### config.mk
export PLATFORM = sky130hd
export DESIGN_NAME = rtc_bus_scheduler
export DESIGN_NICKNAME = d
export VERILOG_FILES = /design/src/rtl/rtc_bus_scheduler.sv
export SDC_FILE = /design/constraint.sdc
export NUM_CORES = 1
export LEC_CHECK = 0
export ABC_CLOCK_PERIOD_IN_PS = 7520
export BUFFER_PORTS_ARGS = -buffer_cell sky130_fd_sc_hd__buf_2
export CAP_MARGIN = 5
export CORE_ASPECT_RATIO = 0.9
export CORE_MARGIN = 5
export CORE_UTILIZATION = 30
export CTS_BUF_LIST = sky130_fd_sc_hd__clkbuf_8
export DETAILED_ROUTE_END_ITERATION = 10
export GPL_TIMING_DRIVEN = 1
export PLACE_DENSITY = 0.59
export SLEW_MARGIN = 20
export SYNTH_ARGS = -nofsm -noshare
export SYNTH_HDL_FRONTEND = slang
export SYNTH_SLANG_ARGS = --single-unit
### constraint.sdc
create_clock -name clk -period 7.52 [get_ports clk]
set_input_delay 1.128 -clock clk [delete_from_list [all_inputs] [get_ports clk]]
set_output_delay 1.128 -clock clk [all_outputs]
set_load 0.01 [all_outputs]
### src/rtl/rtc_bus_scheduler.sv
// rtc_bus_scheduler: owns the RTC multiplexed address/data bus.
// Periodic read bursts refresh a nine-byte shadow bank, and commit-driven
// write bursts push the enabled bytes back to the RTC. Each register access
// is ADDR -> GAP1 -> DATA -> GAP2, and each phase lasts T_PHASE clocks.
module rtc_bus_scheduler #(
  parameter int T_PHASE     = 4,
  parameter int SCAN_PERIOD = 1000000
) (
  input  logic        clk,
  input  logic        reset,
  input  logic        write_req,
  input  logic [71:0] wr_data,
  input  logic [8:0]  wr_mask,
  input  logic [7:0]  ad_in,
  output logic [71:0] rd_data,
  output logic        rd_valid,
  output logic        wr_done,
  output logic        busy,
  output logic        cs_n,
  output logic        rd_n,
  output logic        wr_n,
  output logic        a_d,
  output logic [7:0]  ad_out,
  output logic        ad_oe
);

  localparam int PH_W = (T_PHASE > 1) ? $clog2(T_PHASE) : 1;
  localparam int SC_W = $clog2(SCAN_PERIOD);
  localparam logic [PH_W-1:0] PH_LAST = PH_W'(T_PHASE - 1);
  localparam logic [SC_W-1:0] SC_LAST = SC_W'(SCAN_PERIOD - 1);

  typedef enum logic [2:0] {IDLE, ADDR, GAP1, DATA, GAP2} state_e;

  // RTC address of each shadow-bank index.
  function automatic logic [7:0] reg_addr(input logic [3:0] idx);
    logic [7:0] a;
    case (idx)
      4'd0:    a = 8'h21;
      4'd1:    a = 8'h22;
      4'd2:    a = 8'h23;
      4'd3:    a = 8'h24;
      4'd4:    a = 8'h25;
      4'd5:    a = 8'h26;
      4'd6:    a = 8'h41;
      4'd7:    a = 8'h42;
      4'd8:    a = 8'h43;
      default: a = 8'h00;
    endcase
    return a;
  endfunction

  // Lowest set mask bit at or above start; bit 4 of the result flags "found".
  function automatic logic [4:0] next_set(input logic [8:0] mask, input logic [3:0] start);
    logic [4:0] r;
    r = 5'd0;
    for (int i = 8; i >= 0; i--) begin
      if (mask[i] && (i >= int'(start))) r = {1'b1, 4'(i)};
    end
    return r;
  endfunction

  state_e            state_q, state_d;
  logic [PH_W-1:0]   phase_q, phase_d;
  logic [3:0]        idx_q, idx_d;
  logic              is_wr_q, is_wr_d;
  logic              wr_pend_q, wr_pend_d;
  logic              scan_pend_q, scan_pend_d;
  logic              rearm_q, rearm_d;
  logic [SC_W-1:0]   scan_cnt_q, scan_cnt_d;
  logic [71:0]       rd_data_q, rd_data_d;
  logic              rd_valid_q, rd_valid_d;
  logic              wr_done_q, wr_done_d;
  logic [71:0]       staging_q, staging_d;
  logic [71:0]       wdata_q, wdata_d;
  logic [8:0]        mask_q, mask_d;

  logic              scan_wrap, phase_last, wr_active, rd_active;
  logic              launch, launch_wr, launch_rd, read_exit;
  logic [4:0]        nxt;

  // Next-state logic: phase sequencing, burst stepping, request flags, arbitration.
  always_comb begin
    // NOTE: every variable gets a default before any branch so no path leaves it unassigned and no latch is inferred.
    state_d     = state_q;
    phase_d     = phase_q;
    idx_d       = idx_q;
    is_wr_d     = is_wr_q;
    wr_pend_d   = wr_pend_q;
    scan_pend_d = scan_pend_q;
    rearm_d     = rearm_q;
    rd_data_d   = rd_data_q;
    rd_valid_d  = 1'b0;
    wr_done_d   = 1'b0;
    staging_d   = staging_q;
    wdata_d     = wdata_q;
    mask_d      = mask_q;
    launch      = 1'b0;
    launch_wr   = 1'b0;
    launch_rd   = 1'b0;
    read_exit   = 1'b0;
    nxt         = 5'd0;

    scan_wrap  = (scan_cnt_q == SC_LAST);
    scan_cnt_d = scan_wrap ? '0 : scan_cnt_q + 1'b1;
    phase_last = (phase_q == PH_LAST);
    wr_active  = (state_q != IDLE) && is_wr_q;
    rd_active  = (state_q != IDLE) && !is_wr_q;

    // A commit is accepted only once; repeats are dropped until its burst ends.
    if (write_req && !wr_pend_q && !wr_active) wr_pend_d = 1'b1;

    case (state_q)
      IDLE: begin
        launch    = 1'b1;
        launch_wr = wr_pend_q;
        launch_rd = scan_pend_q;
      end
      ADDR, GAP1, DATA: begin
        if ((state_q == DATA) && !is_wr_q && phase_last) staging_d[{idx_q, 3'b000} +: 8] = ad_in;
        if (phase_last) begin
          phase_d = '0;
          state_d = (state_q == ADDR) ? GAP1 : (state_q == GAP1) ? DATA : GAP2;
        end else begin
          phase_d = phase_q + 1'b1;
        end
      end
      GAP2: begin
        if (!phase_last) begin
          phase_d = phase_q + 1'b1;
        end else begin
          phase_d = '0;
          if (is_wr_q) begin
            nxt = next_set(mask_q, idx_q + 4'd1);
            if (nxt[4]) begin
              idx_d   = nxt[3:0];
              state_d = ADDR;
            end else begin
              state_d   = IDLE;
              wr_done_d = 1'b1;
              wr_pend_d = 1'b0;
              launch    = 1'b1;
              launch_rd = scan_pend_q;
            end
          end else if (idx_q == 4'd8) begin
            // Atomic shadow update: all nine bytes change on the same edge.
            state_d     = IDLE;
            read_exit   = 1'b1;
            rd_data_d   = staging_q;
            rd_valid_d  = 1'b1;
            scan_pend_d = rearm_q;
            rearm_d     = 1'b0;
            launch      = 1'b1;
            launch_wr   = wr_pend_q;
            launch_rd   = rearm_q;
          end else begin
            idx_d   = idx_q + 4'd1;
            state_d = ADDR;
          end
        end
      end
      default: state_d = IDLE;
    endcase

    // Arbitration: writes beat scans; at a burst end the next burst starts without an idle cycle.
    if (launch) begin
      if (launch_wr) begin
        if (wr_mask == 9'd0) begin
          wr_done_d = 1'b1;
          wr_pend_d = 1'b0;
        end else begin
          nxt     = next_set(wr_mask, 4'd0);
          is_wr_d = 1'b1;
          mask_d  = wr_mask;
          wdata_d = wr_data;
          idx_d   = nxt[3:0];
          state_d = ADDR;
        end
      end else if (launch_rd) begin
        is_wr_d = 1'b0;
        idx_d   = 4'd0;
        state_d = ADDR;
      end
    end

    // A wrap while a read burst is in flight must trigger another read afterwards.
    if (scan_wrap) begin
      scan_pend_d = 1'b1;
      if (rd_active && !read_exit) rearm_d = 1'b1;
    end
  end

  // Control state with synchronous reset; a reset aborts any burst immediately.
  always_ff @(posedge clk) begin
    if (reset) begin
      state_q     <= IDLE;
      phase_q     <= '0;
      idx_q       <= 4'd0;
      is_wr_q     <= 1'b0;
      wr_pend_q   <= 1'b0;
      scan_pend_q <= 1'b0;
      rearm_q     <= 1'b0;
      scan_cnt_q  <= '0;
      rd_data_q   <= '0;
      rd_valid_q  <= 1'b0;
      wr_done_q   <= 1'b0;
    end else begin
      state_q     <= state_d;
      phase_q     <= phase_d;
      idx_q       <= idx_d;
      is_wr_q     <= is_wr_d;
      wr_pend_q   <= wr_pend_d;
      scan_pend_q <= scan_pend_d;
      rearm_q     <= rearm_d;
      scan_cnt_q  <= scan_cnt_d;
      rd_data_q   <= rd_data_d;
      rd_valid_q  <= rd_valid_d;
      wr_done_q   <= wr_done_d;
    end
  end

  // Datapath registers: staging and latched write data.
  // NOTE: these are left out of reset because every byte is rewritten before it is ever used.
  always_ff @(posedge clk) begin
    staging_q <= staging_d;
    wdata_q   <= wdata_d;
    mask_q    <= mask_d;
  end

  // Bus strobes and drive value decoded from the current phase.
  always_comb begin
    cs_n   = 1'b1;
    rd_n   = 1'b1;
    wr_n   = 1'b1;
    a_d    = 1'b0;
    ad_out = 8'h00;
    ad_oe  = 1'b0;
    case (state_q)
      ADDR: begin
        cs_n   = 1'b0;
        wr_n   = 1'b0;
        ad_oe  = 1'b1;
        ad_out = reg_addr(idx_q);
      end
      DATA: begin
        cs_n = 1'b0;
        a_d  = 1'b1;
        if (is_wr_q) begin
          wr_n   = 1'b0;
          ad_oe  = 1'b1;
          ad_out = wdata_q[{idx_q, 3'b000} +: 8];
        end else begin
          rd_n = 1'b0;
        end
      end
      default: ;
    endcase
  end

  assign rd_data  = rd_data_q;
  assign rd_valid = rd_valid_q;
  assign wr_done  = wr_done_q;
  assign busy     = wr_pend_q | scan_pend_q | (state_q != IDLE);

endmodule

Word-level counts from Yosys, hierarchy flattened
Memory sizes are Yosys's and may differ from the RTL's. A register that Yosys moved wholly into a read port is not among the register bits.
Index checks and enable logic that the tools add are counted.
- add/sub/neg operators: 4
- $mul: 0
- divide/modulo/power cells: 0
- $lt $le $gt $ge: 9
- equality and inequality tests: 9
- shift-type cells: 3
- muxes and demuxes: 99
- bitwise gates (word level): 4
- reduce and logical (&&, ||, !) cells: 36
- operators with widths (kind ; number):
    $mux W4 ; 19
    $bwmux W72 ; 1
    $shift A8 B9 Y72 const A ; 1
    $shiftx A72 B8 Y8 ; 1
    $shiftx A8 B9 Y72 ; 1
    $mux W5 ; 12
    $mux W1 ; 49
    $mux W3 ; 9
    $add A20 B1 Y20 const B ; 1
    $eq A20 B20 Y1 const B ; 1
    $ge A3 B4 Y1 const A ; 4
    $logic_and A1 B1 Y1 ; 16
    $pmux W8 S2 ; 1
    $pmux W1 S2 ; 5
    $logic_not A9 Y1 ; 1
    $neg A7 Y9 ; 1
    $pmux W3 S3 ; 1
    $ge A1 B4 Y1 const A ; 2
    $ge A2 B4 Y1 const A ; 2
    $mux W8 ; 1
    $reduce_and A4 Y1 ; 2
    $reduce_bool A2 Y1 ; 4
    $eq A3 B2 Y1 const B ; 2
    $reduce_and A3 Y1 ; 2
    19 further kinds ; 25
- register bits after elaboration: 260
- bits in latches: 0
- bits in writable memories: 0
- ROM bits: 80
- output and inout bits: 88
- logic and storage cells: 179
- memories: 1
- memories (name ; depth ; width ; rd ports ; clocked after memory_dff ; wr ports ; line ; RTL):
    (name not given) ; 16 ; 5 ; 1 ; 1 ; 0 ; 37 ; case (idx)

Logic depth before layout (Yosys ltp)
Gate-level depths: netlist (run 1).
- word-level depth: 23
- depth in mapped cells: 15
- mapped depth without buffers: 13

Worst setup path before layout (run 1)
OpenSTA, ideal clock, no wires.
- kind: input to register
- start point: input wr_mask[6]
- end point: register mask_q[0] (enable)
- arrival: 4.818 ns
- required time: 6.998 ns
- slack: 2.180 ns
- cell stages on the path: 4
- cells stage by stage: nor2_1 > nand2_1 > nor3_1 > nor2_1
- cells in the longest elaborated chain, start to end: 3
- RTL lines (item ; line ; RTL):
    start, declared ; 13 ; input logic [8:0] wr_mask,
    $logic_not A9 Y1 ; 167 ; if (wr_mask == 9'd0) begin
    $not A1 Y1 (no source line) ; -- ;
    $reduce_and A3 Y1 (no source line) ; -- ;
    end signal, assigned ; 226 ; mask_q <= mask_d;
    end, declared ; 75 ; logic [8:0] mask_q, mask_d;
No other way between the ends.
A chain may end at the register's enable or synchronous reset.

Final worst setup path (run 1)
- start point: register idx_q[2]
- end point: output ad_out[3]
- cells in the longest elaborated chain, start to end: 3
- RTL lines (item ; line ; RTL):
    start, declared ; 64 ; logic [3:0] idx_q, idx_d;
    start signal, assigned ; 209 ; idx_q <= idx_d;
    $shiftx A72 B8 Y8 ; 250 ; ad_out = wdata_q[{idx_q, 3'b000} +: 8];
    $mux W8 ; 247 ; if (is_wr_q) begin
    $pmux W8 S2 ; 237 ; case (state_q)
    end, declared ; 23 ; output logic [7:0] ad_out,
No other way between the ends.

==> results of run 1 <==
## metal layers
metal,track usage [%],part of all wire [%],vias to the layer above
met4,3.86,2.1,4
met5,0,0.090,-
met3,3.79,7.6,50
met1,18.7,47,3579
li1,-,-,3784
met2,20.5,44,247
## flip-flops by register name, summed over array words and instances (netlist names), named ones only
register / count
rearm_q: 1
rd_data: 72
mask_q: 9
scan_pend_q: 1
state_q: 3
phase_q: 2
staging_q: 72
wdata_q: 72
idx_q: 4
wr_pend_q: 1
scan_cnt_q: 20
rd_valid: 1
is_wr_q: 1
wr_done: 1
## cell type report
class	count	area (um2)	share of cell area [%]
Inverter	18	67.6	0.513
Tap cell	476	596	4.52
Clock buffer	51	702	5.33
Timing Repair Buffer	188	963	7.31
Sequential cell	265	6840	51.9
Multi-Input combinational cell	638	3810	28.9
Clock inverter	33	204	1.55
## cells in the final DEF, fill, tap and decap left out, types with 5 or more instances in the layout
cell type / instances
clkinv_1: 8
clkbuf_8: 51
mux4_2: 16
a21oi_1: 100
buf_2: 179
o211ai_1: 5
nor3_1: 18
dfxtp_1: 111
buf_4: 9
nand4_1: 5
xor2_1: 13
nor2_1: 67
ha_1: 8
nor2b_1: 6
nand2b_1: 7
and3_1: 10
nand2_1: 187
xnor2_1: 14
nand3_1: 15
and2_1: 75
inv_1: 34
edfxtp_1: 153
o21ai_0: 12
## through the flow
step	worst slack, ns	instances	util, %
3_5_place_dp	3.67	1585	34.1
4_1_cts	3.62	1669	36.6
3_3_place_gp	3.76	1585	34.1
2_1_floorplan	2.18	970	-
6_report	3.68	1669	36.6
5_1_grt	3.35	1669	36.6
## kinds of logic after synthesis
| group | count (synthesis) |
|---|---|
| AO/OA/AOI/OAI | 165 |
| flip-flops | 265 |
| multiplexers | 18 |
| adder cells (fa/ha/maj) | 8 |
| XOR/XNOR | 28 |
| AND/OR/NAND/NOR | 419 |
| buffers and inverters | 67 |
## worst max-delay path by stage
stage	to	start
after floorplan	mask_q[0]$_DFFE_PP_	wr_mask[6]
after global placement	register	idx_q[0]$_SDFF_PP0_
after global routing	register	idx_q[0]$_SDFF_PP0_
after CTS	ad_out[0]	idx_q[2]$_SDFF_PP0_
after detailed placement	register	idx_q[0]$_SDFF_PP0_
final	ad_out[3]	idx_q[2]$_SDFF_PP0_
## worst min-delay path, stage by stage (launching register included)
cell and delay [ns]:
dfxtp_1 0.30, nand2_1 0.05, a21oi_1 0.05
## power by group
group / total, uW / switching [uW] / internal [uW]
clock: 1280 / 586 / 694
sequential: 1580 / 15.1 / 1570
combinational: 171 / 104 / 66.9
==> summary.md, run 1 <==
| Metric | Value |
|---|---|
| Total wire length | ~28 mm |
| First-pass GRT wire length | 42.9 mm |
| Tmin final | just under 4 ns |
| Worst Hold Class | reg -> reg |
| I/O pin cnt | 180 |
| Tot GR Track Use | a little over an eighth |
| Area delta synth->final | 20.7% |
| Final instance area | 13200 um2 |
| R2R setup slack | approximately 3.7 ns |
| TritonCTS Sinks | 265 |
| Worst hold start | rd_data[43]$_SDFFE_PP0P_ |
| Most area-consuming cells after synthesis | edfxtp_1 42%, dfxtp_1 21%, nand2_1 6.5% |
| CP delay by family, top | simple AND/OR/NAND/NOR gates |
| CTS root buf | clkbuf_8 |
| FFs w/ async S/R, synth | 0% |
| R2R Path Start | idx_q[0]$_SDFF_PP0_ |
| Worst rel slew slack | about 32% |
| Post-CTS Setup Repair Bufs | 0 |
| Clock Pin Slew Worst Setup and Hold Paths | about 0.060 ns |
| Die X | 211 um |
| Grt total ovfl | 0 |
| Standard-cell rows | 66 |
| Post-route clock period utilization | slightly above 50% |
| Filler instances | 3663 |
| Lkg Pwr | 0.00476 uW |
| DRT Pass-1 Iters | 7 |
| Crit-path max cell delay | 0.73 ns |
| Power per Cell Area | 230 nW/um2 |
| Reg2Reg Depth | 14 |
| Via count | 7664 |
| Worst-path cell chain | buf_4, nor3_1, a21oi_1, a311oi_1, buf_2 |
| Worst Hold Depth | 2 |
| Pins Over Slew Limit | 0 |
| Sequential fraction of the synthesis area | 62.6% |
| # hold bufs at CTS | 0 |
| Area post-placement | 12300 um2 |
| Maxcap violations | 0 |
| Slowest cell on crit path | nor3_1 |
| Compound-Gate Fraction of Synth Area | under 10% |
| Fmax | between 200 and 300 MHz |
| Die extent in y | 191 um |
| Synth Register Bits | 265 |
| Area leader, netlist | edfxtp_1 |
| WS Path Type | reg -> out |
| CTS Buffer Depth | 3 |
| Final GP Congestion | 0.873 |
| Crit path arrival time | 2.72 ns |
| Vias in the first global route | 7652 |
| Hpwl dp | 19.2 mm |
| Post-synthesis adder-cell area fraction | less than 1% |
| Post-synthesis mux area share | 3.49% |
| CTS tree | built |
| Most frequent cell after synthesis | nand2_1 |
| Post-synthesis cell count | 970 |
| Synth warnings | 0 |
| Mapped Area | ~11000 um2 |
| WL per Instance | 16.6 um |
| Worst Path Max Fanout | 19 |
| Worst Tran Pin Value | 1.02 ns |
| WP data required | 6.39 ns |
| Buf+Inv Stages, Crit Path | 2 |
| Cts bufs inserted | 45 |
| Yosys top cell area share | 42.1% |
| Number of vias per cell | 4.59 |
| Net Count, Synth | about 1100 |
| Ratio of cells with drive above 1 in the final layout | 24.6% |
| Initial drt markers | 454 |
| Top FF cell, synth | edfxtp_1 |
| Post-synthesis simple-gate area fraction | between 10% and 20% |
| Worst VDD drop | 0.128 mV |
| Final hold vios | 0 |
| Initial antenna violation count | 2 |
| Largest net degree at the start of global routing | 82 |
| CTS resizes | 0 |
| # H-tree levels | 2 |
| Post-synth cell types | 75 |
| Critical path depth | 5 |
| CP endpoint kind | output pin |
| RSZ-0062 raised after global routing | no |
| Port Buffer Count | 179 |
| Drt drc | 0 |
| Top post-synthesis cells by count | 188 x nand2_1, 153 x edfxtp_1, 112 x dfxtp_1 |
| Setup tns final | 0 ns |
| Startpoint Class | register |
| # diodes | 0 |
| Core ar. | 36000 um2 |
| Hold Path Sink | rd_data[43]$_SDFFE_PP0P_ |
| Post-DRT Antenna Nets | 0 |
| Layout Skew | 0.0352 ns |
| Combinational family with the most area after synthesis | simple AND/OR/NAND/NOR gates |
| Post-synth EDFFs | 153 |
| Final setup fails | 0 |
| Mean post-synth cell area | approximately 11 um2 |
| Xor-xnor portion of the synthesized cell area | 2.32% |
| Die ar. | slightly above 40000 um2 |
| Starting density of the core | approximately 30% |
| Outcome | finished, final reports clean |
| Final Power | 3030 uW |
| WHS | 0.449 ns |
| Layout Nets | 1256 |
| Clock latency on the worst-skew pair | 0.58 ns |
No activity file was read; power rests on OpenSTA's default activity.
==> run 2, diff against run 1 <==
- ABC_CLOCK_PERIOD_IN_PS: 7520 -> 4000
- clock period: 7.52 -> 4 ns (I/O delays scaled with it)
==> summary.md, run 2 (synthesis gave the netlist of run 1 again) <==
| Metric | Value |
|---|---|
| Post-DRT Antenna Nets | 0 (unchanged) |
| WP data required | 4.44 ns (was 6.39 ns) |
| Maxcap violations | 0 (unchanged) |
| Die extent in y | 191 um (unchanged) |
| Largest net degree at the start of global routing | 83 (was 82) |
| Core ar. | 36000 um2 (unchanged) |
| Crit-path max cell delay | 0.52 ns (was 0.73 ns) |
| CTS Buffer Depth | 3 (unchanged) |
| CP startpoint | idx_q[1]$_SDFF_PP0_ (was idx_q[2]$_SDFF_PP0_) |
| Clock Pin Slew Worst Setup and Hold Paths | 0.06 ns (about the same) |
| Layout Nets | 1265 (was 1256) |
| Critical path depth | 13 (was 5) |
| Initial antenna violation count | 7 (was 2) |
| R2R Path Start | idx_q[1]$_SDFF_PP0_ (was idx_q[0]$_SDFF_PP0_) |
| Fmax | a little under 300 MHz |
| CP endpoint kind | register (was output pin) |
| Die ar. | 40300 um2 (unchanged) |
| Worst VDD drop | 0.249 mV (was 0.128 mV) |
| Slowest cell on crit path | ha_1 (was nor3_1) |
| CTS root buf | clkbuf_8 (unchanged) |
| Reg2Reg Depth | 13 (was 14) |
| Crit-path most repeated cell | inv_1 |
| Pins Over Slew Limit | 0 (unchanged) |
| Worst Path Max Fanout | 10 (was 19) |
| Filler instances | 3612 (was 3663) |
| Area post-placement | 12300 um2 (about the same) |
| Worst-path cell chain | inv_1, ha_1, inv_1, a221oi_1, o21ai_4, o31a_1, o32ai_1, o221a_1, nor2_1, inv_1, ha_1, o21ba_2, o31ai_2 (was buf_4, nor3_1, a21oi_1, a311oi_1, buf_2) |
| Cts bufs inserted | 44 (was 45) |
| # H-tree levels | 2 (unchanged) |
| Standard-cell rows | 66 (unchanged) |
| Layout Skew | 0.0218 ns (was 0.0352 ns) |
| CTS resizes | 0 (unchanged) |
| Total wire length | 28.2 mm (was 27.8 mm) |
| Tmin final | 3.38 ns |
| Buf+Inv Stages, Crit Path | 3 (was 2) |
| Final instance area | 13200 um2 (about the same) |
| RSZ-0062 raised after global routing | no (unchanged) |
| Outcome | finished, final reports clean (unchanged) |
| Drt drc | 0 (unchanged) |
| Area delta synth->final | 21.3% (was 20.7%) |
| Most common cell after layout, fill and taps aside | nand2_1 (unchanged) |
| Via count | 7759 (was 7664) |
| Most frequent cells in the layout | 187 x nand2_1, 179 x buf_2, 153 x edfxtp_1, 111 x dfxtp_1, 100 x a21oi_1 (unchanged) |
| CP delay by family, top | compound AO/OA/AOI/OAI gates (was simple AND/OR/NAND/NOR gates) |
| Worst Tran Pin Value | 1.14 ns (was 1.02 ns) |
| Post-CTS Setup Repair Bufs | 0 (unchanged) |
| Number of vias per cell | 4.63 (was 4.59) |
| Tot GR Track Use | 13.8% (was 13.4%) |
| First-pass GRT wire length | 43.8 mm (was 42.9 mm) |
| DRT Pass-1 Iters | 4 (was 7) |
| Worst rel slew slack | 23.5% (was 32.3%) |
| Ratio of cells with drive above 1 in the final layout | 25.2% (was 24.6%) |
| Final GP Congestion | 0.845 (was 0.873) |
| Initial drt markers | 368 (was 454) |
| TritonCTS Sinks | 265 (unchanged) |
| Hpwl dp | 19.5 mm (was 19.2 mm) |
| Die X | 211 um (unchanged) |
| CTS tree | built (unchanged) |
| WL per Instance | 16.8 um (was 16.6 um) |
| Worst hold start | wr_data[11] (was rd_data[43]$_SDFFE_PP0P_) |
| WS Path Type | reg -> reg (was reg -> out) |
| Crit path arrival time | 3.82 ns (was 2.72 ns) |
| Post-route clock period utilization | 84.4% |
| Final hold vios | 0 (unchanged) |
| Lkg Pwr | 0.00480 uW (was 0.00476 uW) |
| Power per Cell Area | 432 nW/um2 (was 230 nW/um2) |
| Startpoint Class | register (unchanged) |
| Setup tns final | 0 ns (unchanged) |
| # hold bufs at CTS | 0 (unchanged) |
| Final setup fails | 0 (unchanged) |
| Vias in the first global route | 7716 (was 7652) |
| Starting density of the core | 30.3% (unchanged) |
| Worst Hold Class | in -> reg (was reg -> reg) |
| Grt total ovfl | 0 (unchanged) |
| Clock latency on the worst-skew pair | 0.58 ns (about the same) |
| I/O pin cnt | 180 (unchanged) |
| Port Buffer Count | 179 (unchanged) |
| Worst Hold Depth | 1 (was 2) |
[run 2: cell count changes in the layout (fill, tap and decap cells not counted), moves of 2 or more]
cell and delta:
clkinv_2 +3, buf_4 +9, inv_1 -3, nor3_2 -2, nor3_1 +2, clkbuf_8 -2, clkinv_1 -3
[run 2: metrics by stage]
step | hold slack (ns) | power (uW) | std cells | utilization, % | setup slack (ns)
2_1_floorplan | 0.426 | 3230 | 970 | - | 0.0571
3_3_place_gp | 0.441 | 3370 | 1595 | 34.3 | 0.720
3_5_place_dp | 0.446 | 3370 | 1595 | 34.3 | 0.673
4_1_cts | 0.160 | 5810 | 1674 | 36.8 | 0.616
5_1_grt | 0.167 | 5970 | 1674 | 36.8 | 0.357
6_report | 0.205 | 5720 | 1675 | 36.8 | 0.624
[run 2: routing by layer]
layer / vias to the layer above / wire length (um) / GRT usage, %
li1: 3807 / - / -
met1: 3629 / 13100 / 19.1
met2: 246 / 12000 / 20.6
met3: 65 / 2290 / 4.18
met4: 12 / 760 / 4.89
met5: - / 69 / 0
[run 2: power by group]
group / switching [uW] / internal (uW) / total (uW) / leakage, uW
sequential: 27.9 / 2950 / 2980 / 0.00221
clock: 1090 / 1320 / 2410 / 0.000500
combinational: 198 / 133 / 331 / 0.00209
[run 2: layout make-up]
| cell class | count | area, um2 | area share (%) |
|---|---|---|---|
| timing repair buffer | 198 | 1050 | 7.94 |
| clock inverter | 30 | 211 | 1.60 |
| sequential | 265 | 6840 | 51.7 |
| tap | 476 | 596 | 4.50 |
| inverter | 18 | 67.6 | 0.510 |
| antenna | 1 | 2.50 | 0.0189 |
| clock buffer | 49 | 674 | 5.10 |
| multi-input combinational | 638 | 3800 | 28.7 |
[run 2: final timing paths]
kind / end / slack [ns]
hold reg to reg: rd_data[10]$_SDFFE_PP0P_ / 0.45
hold / removal: wdata_q[11]$_DFFE_PP_ / 0.21
setup reg to reg: register / 0.62
setup / recovery: register / 0.62
==> run 3, diff against run 2 <==
- ABC_CLOCK_PERIOD_IN_PS: 4000 -> 2800
- PLACE_DENSITY: 0.59 -> 0.61
- clock period: 4 -> 2.8 ns (I/O delays scaled with it)
==> summary.md, run 3 (synthesis gave the netlist of run 1 again) <==
| Metric | Value |
|---|---|
| Outcome | finished, violations left (was finished, final reports clean) |
| Failing checks | setup timing |
| Crit path arrival time | 3.33 ns (was 3.82 ns) |
| Number of vias per cell | 4.69 (was 4.63) |
| Worst Tran Pin Value | 0.804 ns (was 1.14 ns) |
| Post-DRT Antenna Nets | 0 (unchanged) |
| Setup tns final | -0.185 ns (was 0 ns) |
| CTS tree | built (unchanged) |
| R2R setup slack | -0.08 ns (was 0.62 ns) |
| TritonCTS Sinks | 265 (unchanged) |
| # H-tree levels | 2 (unchanged) |
| Largest net degree at the start of global routing | 75 (was 83) |
| Slack of the critical path | -0.0767 ns (was 0.624 ns) |
| Final design utilization | 39.4% (was 36.8%) |
| Slowest cell on crit path | dfxtp_4 (was ha_1) |
| Die X | 211 um (unchanged) |
| RSZ-0062 raised after global routing | yes (was no) |
| Reg power frac | 51.5% (was 52.1%) |
| Worst VDD drop | 0.387 mV (was 0.249 mV) |
| Worst-path cell chain | buf_6, inv_4, ha_1, nor2b_1, a31oi_1, a211oi_1, o221a_2, a211oi_2, a31oi_4, buf_4, buf_4, or3_1, nor2b_1 (was inv_1, ha_1, inv_1, a221oi_1, o21ai_4, o31a_1, o32ai_1, o221a_1, nor2_1, inv_1, ha_1, o21ba_2, o31ai_2) |
| Startpoint Class | register (unchanged) |
| Drt drc | 0 (unchanged) |
| Clock latency on the worst-skew pair | 0.58 ns (about the same) |
| Fmax | 348 MHz (was 296 MHz) |
| Pins Over Slew Limit | 0 (unchanged) |
| Worst hold start | wr_data[20] (was wr_data[11]) |
| Vias in the first global route | 8117 (was 7716) |
| Grt total ovfl | 0 (unchanged) |
| Buf+Inv Stages, Crit Path | 4 (was 3) |
| Power per Cell Area | 583 nW/um2 (was 432 nW/um2) |
| Logic pwr share | 7.5% (was 5.8%) |
| First-pass GRT wire length | 44.9 mm (was 43.8 mm) |
| Hpwl dp | 19.9 mm (was 19.5 mm) |
| CTS root buf | clkbuf_8 (unchanged) |
| Maxcap violations | 0 (unchanged) |
| Ratio of cells with drive above 1 in the final layout | 32.1% (was 25.2%) |
| Final hold vios | 0 (unchanged) |
| Cell-internal power | 6320 uW (was 4400 uW) |
| Worst Path Max Fanout | 4 (was 10) |
| Core ar. | 36000 um2 (unchanged) |
| Most frequent cells in the layout | 187 x nand2_1, 180 x buf_2, 153 x edfxtp_1, 109 x dfxtp_1, 100 x a21oi_1 (was 187 x nand2_1, 179 x buf_2, 153 x edfxtp_1, 111 x dfxtp_1, 100 x a21oi_1) |
| Die ar. | 40300 um2 (unchanged) |
| WL per Instance | 16.5 um (was 16.8 um) |
| Clock Pin Slew Worst Setup and Hold Paths | 0.06 ns (about the same) |
| CP delay by family, top | compound AO/OA/AOI/OAI gates (unchanged) |
| Final setup fails | 3 (was 0) |
| Post-route clock period utilization | 103% (was 84.4%) |
| Standard-cell rows | 66 (unchanged) |
| Layout Nets | 1350 (was 1265) |
| WHS | 0.0405 ns (was 0.205 ns) |
| Area delta synth->final | 29.9% (was 21.3%) |
| Total wire length | 29.1 mm (was 28.2 mm) |
| Tmin final | 2.88 ns (was 3.38 ns) |
| Layout Skew | 0.0297 ns (was 0.0218 ns) |
| Lkg Pwr | 0.00531 uW (was 0.00480 uW) |
| Port Buffer Count | 179 (unchanged) |
| Worst Hold Class | in -> reg (unchanged) |
| Die extent in y | 191 um (unchanged) |
| Tot GR Track Use | 14.0% (was 13.8%) |
| Filler instances | 3541 (was 3612) |
| DRT Pass-1 Iters | 5 (was 4) |
| WS Path Type | reg -> reg (unchanged) |
| Most common cell after layout, fill and taps aside | nand2_1 (unchanged) |
| Reg2Reg Depth | 13 (unchanged) |
| Cts bufs inserted | 45 (was 44) |
| Initial antenna violation count | 1 (was 7) |
| CP endpoint kind | register (unchanged) |
| Placed Cells | 1655 (was 1595) |
| Crit-path max cell delay | 0.38 ns (was 0.52 ns) |
| Initial drt markers | 549 (was 368) |
| Sw Share | 23.5% (was 22.9%) |
| WP data required | 3.25 ns (was 4.44 ns) |
| Worst rel slew slack | 46.4% (was 23.5%) |
| Clock share of power | 41.1% (was 42.1%) |
| I/O pin cnt | 180 (unchanged) |
| Final GP Congestion | 0.870 (was 0.845) |
| Hold Path Sink | wdata_q[20]$_DFFE_PP_ (was wdata_q[11]$_DFFE_PP_) |
| R2R Path Start | idx_q[0]$_SDFF_PP0_ (was idx_q[1]$_SDFF_PP0_) |
| Via count | 8263 (was 7759) |
| Worst Hold Depth | 1 (unchanged) |
| Final cell count without fillers | 1763 (was 1675) |
| CTS Buffer Depth | 3 (unchanged) |
| Starting density of the core | 30.3% (unchanged) |
| Final Power | 8270 uW (was 5720 uW) |
| Sw Pwr | 1940 uW (was 1310 uW) |
-- run 3: changes by cell type in the layout (fill, tap and decap cells not counted), moves of 4 or more --
cell,before,now
nor2_2,0,4
nor2_1,67,63
clkbuf_8,49,53
buf_6,0,4
buf_12,1,5
buf_4,18,89
-- run 3: worst max-delay path by stage --
stage | cells after the start | slack, ns | endpoint | startpoint
4_1_cts | 14 | -0.10 | register | idx_q[0]$_SDFF_PP0_
3_5_place_dp | 13 | -0.18 | register | idx_q[0]$_SDFF_PP0_
6_report | 13 | -0.08 | register | idx_q[0]$_SDFF_PP0_
3_3_place_gp | 13 | -0.14 | register | idx_q[0]$_SDFF_PP0_
2_1_floorplan | 15 | 0.01 | register | idx_q[0]$_SDFF_PP0_
5_1_grt | 13 | -0.16 | register | idx_q[0]$_SDFF_PP0_
-- run 3: routing by layer --
metal	GRT usage (%)	up-vias	wire [um]
li1	-	3984	-
met1	19.9	3946	13300
met2	21.5	279	12800
met3	3.28	52	2310
met4	3.76	2	592
met5	0	-	13
-- run 3: layout make-up --
type	instances	area (um2)	share of cell area (%)
timing repair buffer	282	1760	12.4
multi-input combinational	638	4010	28.3
clock buffer	53	729	5.15
clock inverter	30	161	1.14
antenna	1	2.50	0.0177
inverter	18	72.6	0.512
sequential	265	6850	48.3
tap	476	596	4.20
-- run 3: power groups by stage --
stage	registers, uW	clock network, uW	logic, uW
2_1_floorplan	4320	0	309
3_3_place_gp	4330	0	549
3_5_place_dp	4330	0	557
4_1_cts	4250	3510	589
5_1_grt	4260	3710	671
6_report	4250	3400	616
-- run 3: per-stage QoR --
stage	cell area, um2	worst slack, ns
after CTS	14000	-0.101
after floorplan	11000	0.0119
final	14200	-0.0767
after global routing	14200	-0.155
after detailed placement	12900	-0.178
after global placement	12900	-0.136
-- run 3: repair_timing --
| item | in CTS | in global routing |
|---|---|---|
| setup buffers | 14 | 6 |
| pin swaps | 16 | 12 |
| hold endpoints to repair | 0 | 3 |
| endpoints found under the setup margin | 12 | 11 |
| gates resized for setup | 18 | 24 |
| gates cloned | 1 | 0 |
| hold buffers | 0 | 3 |
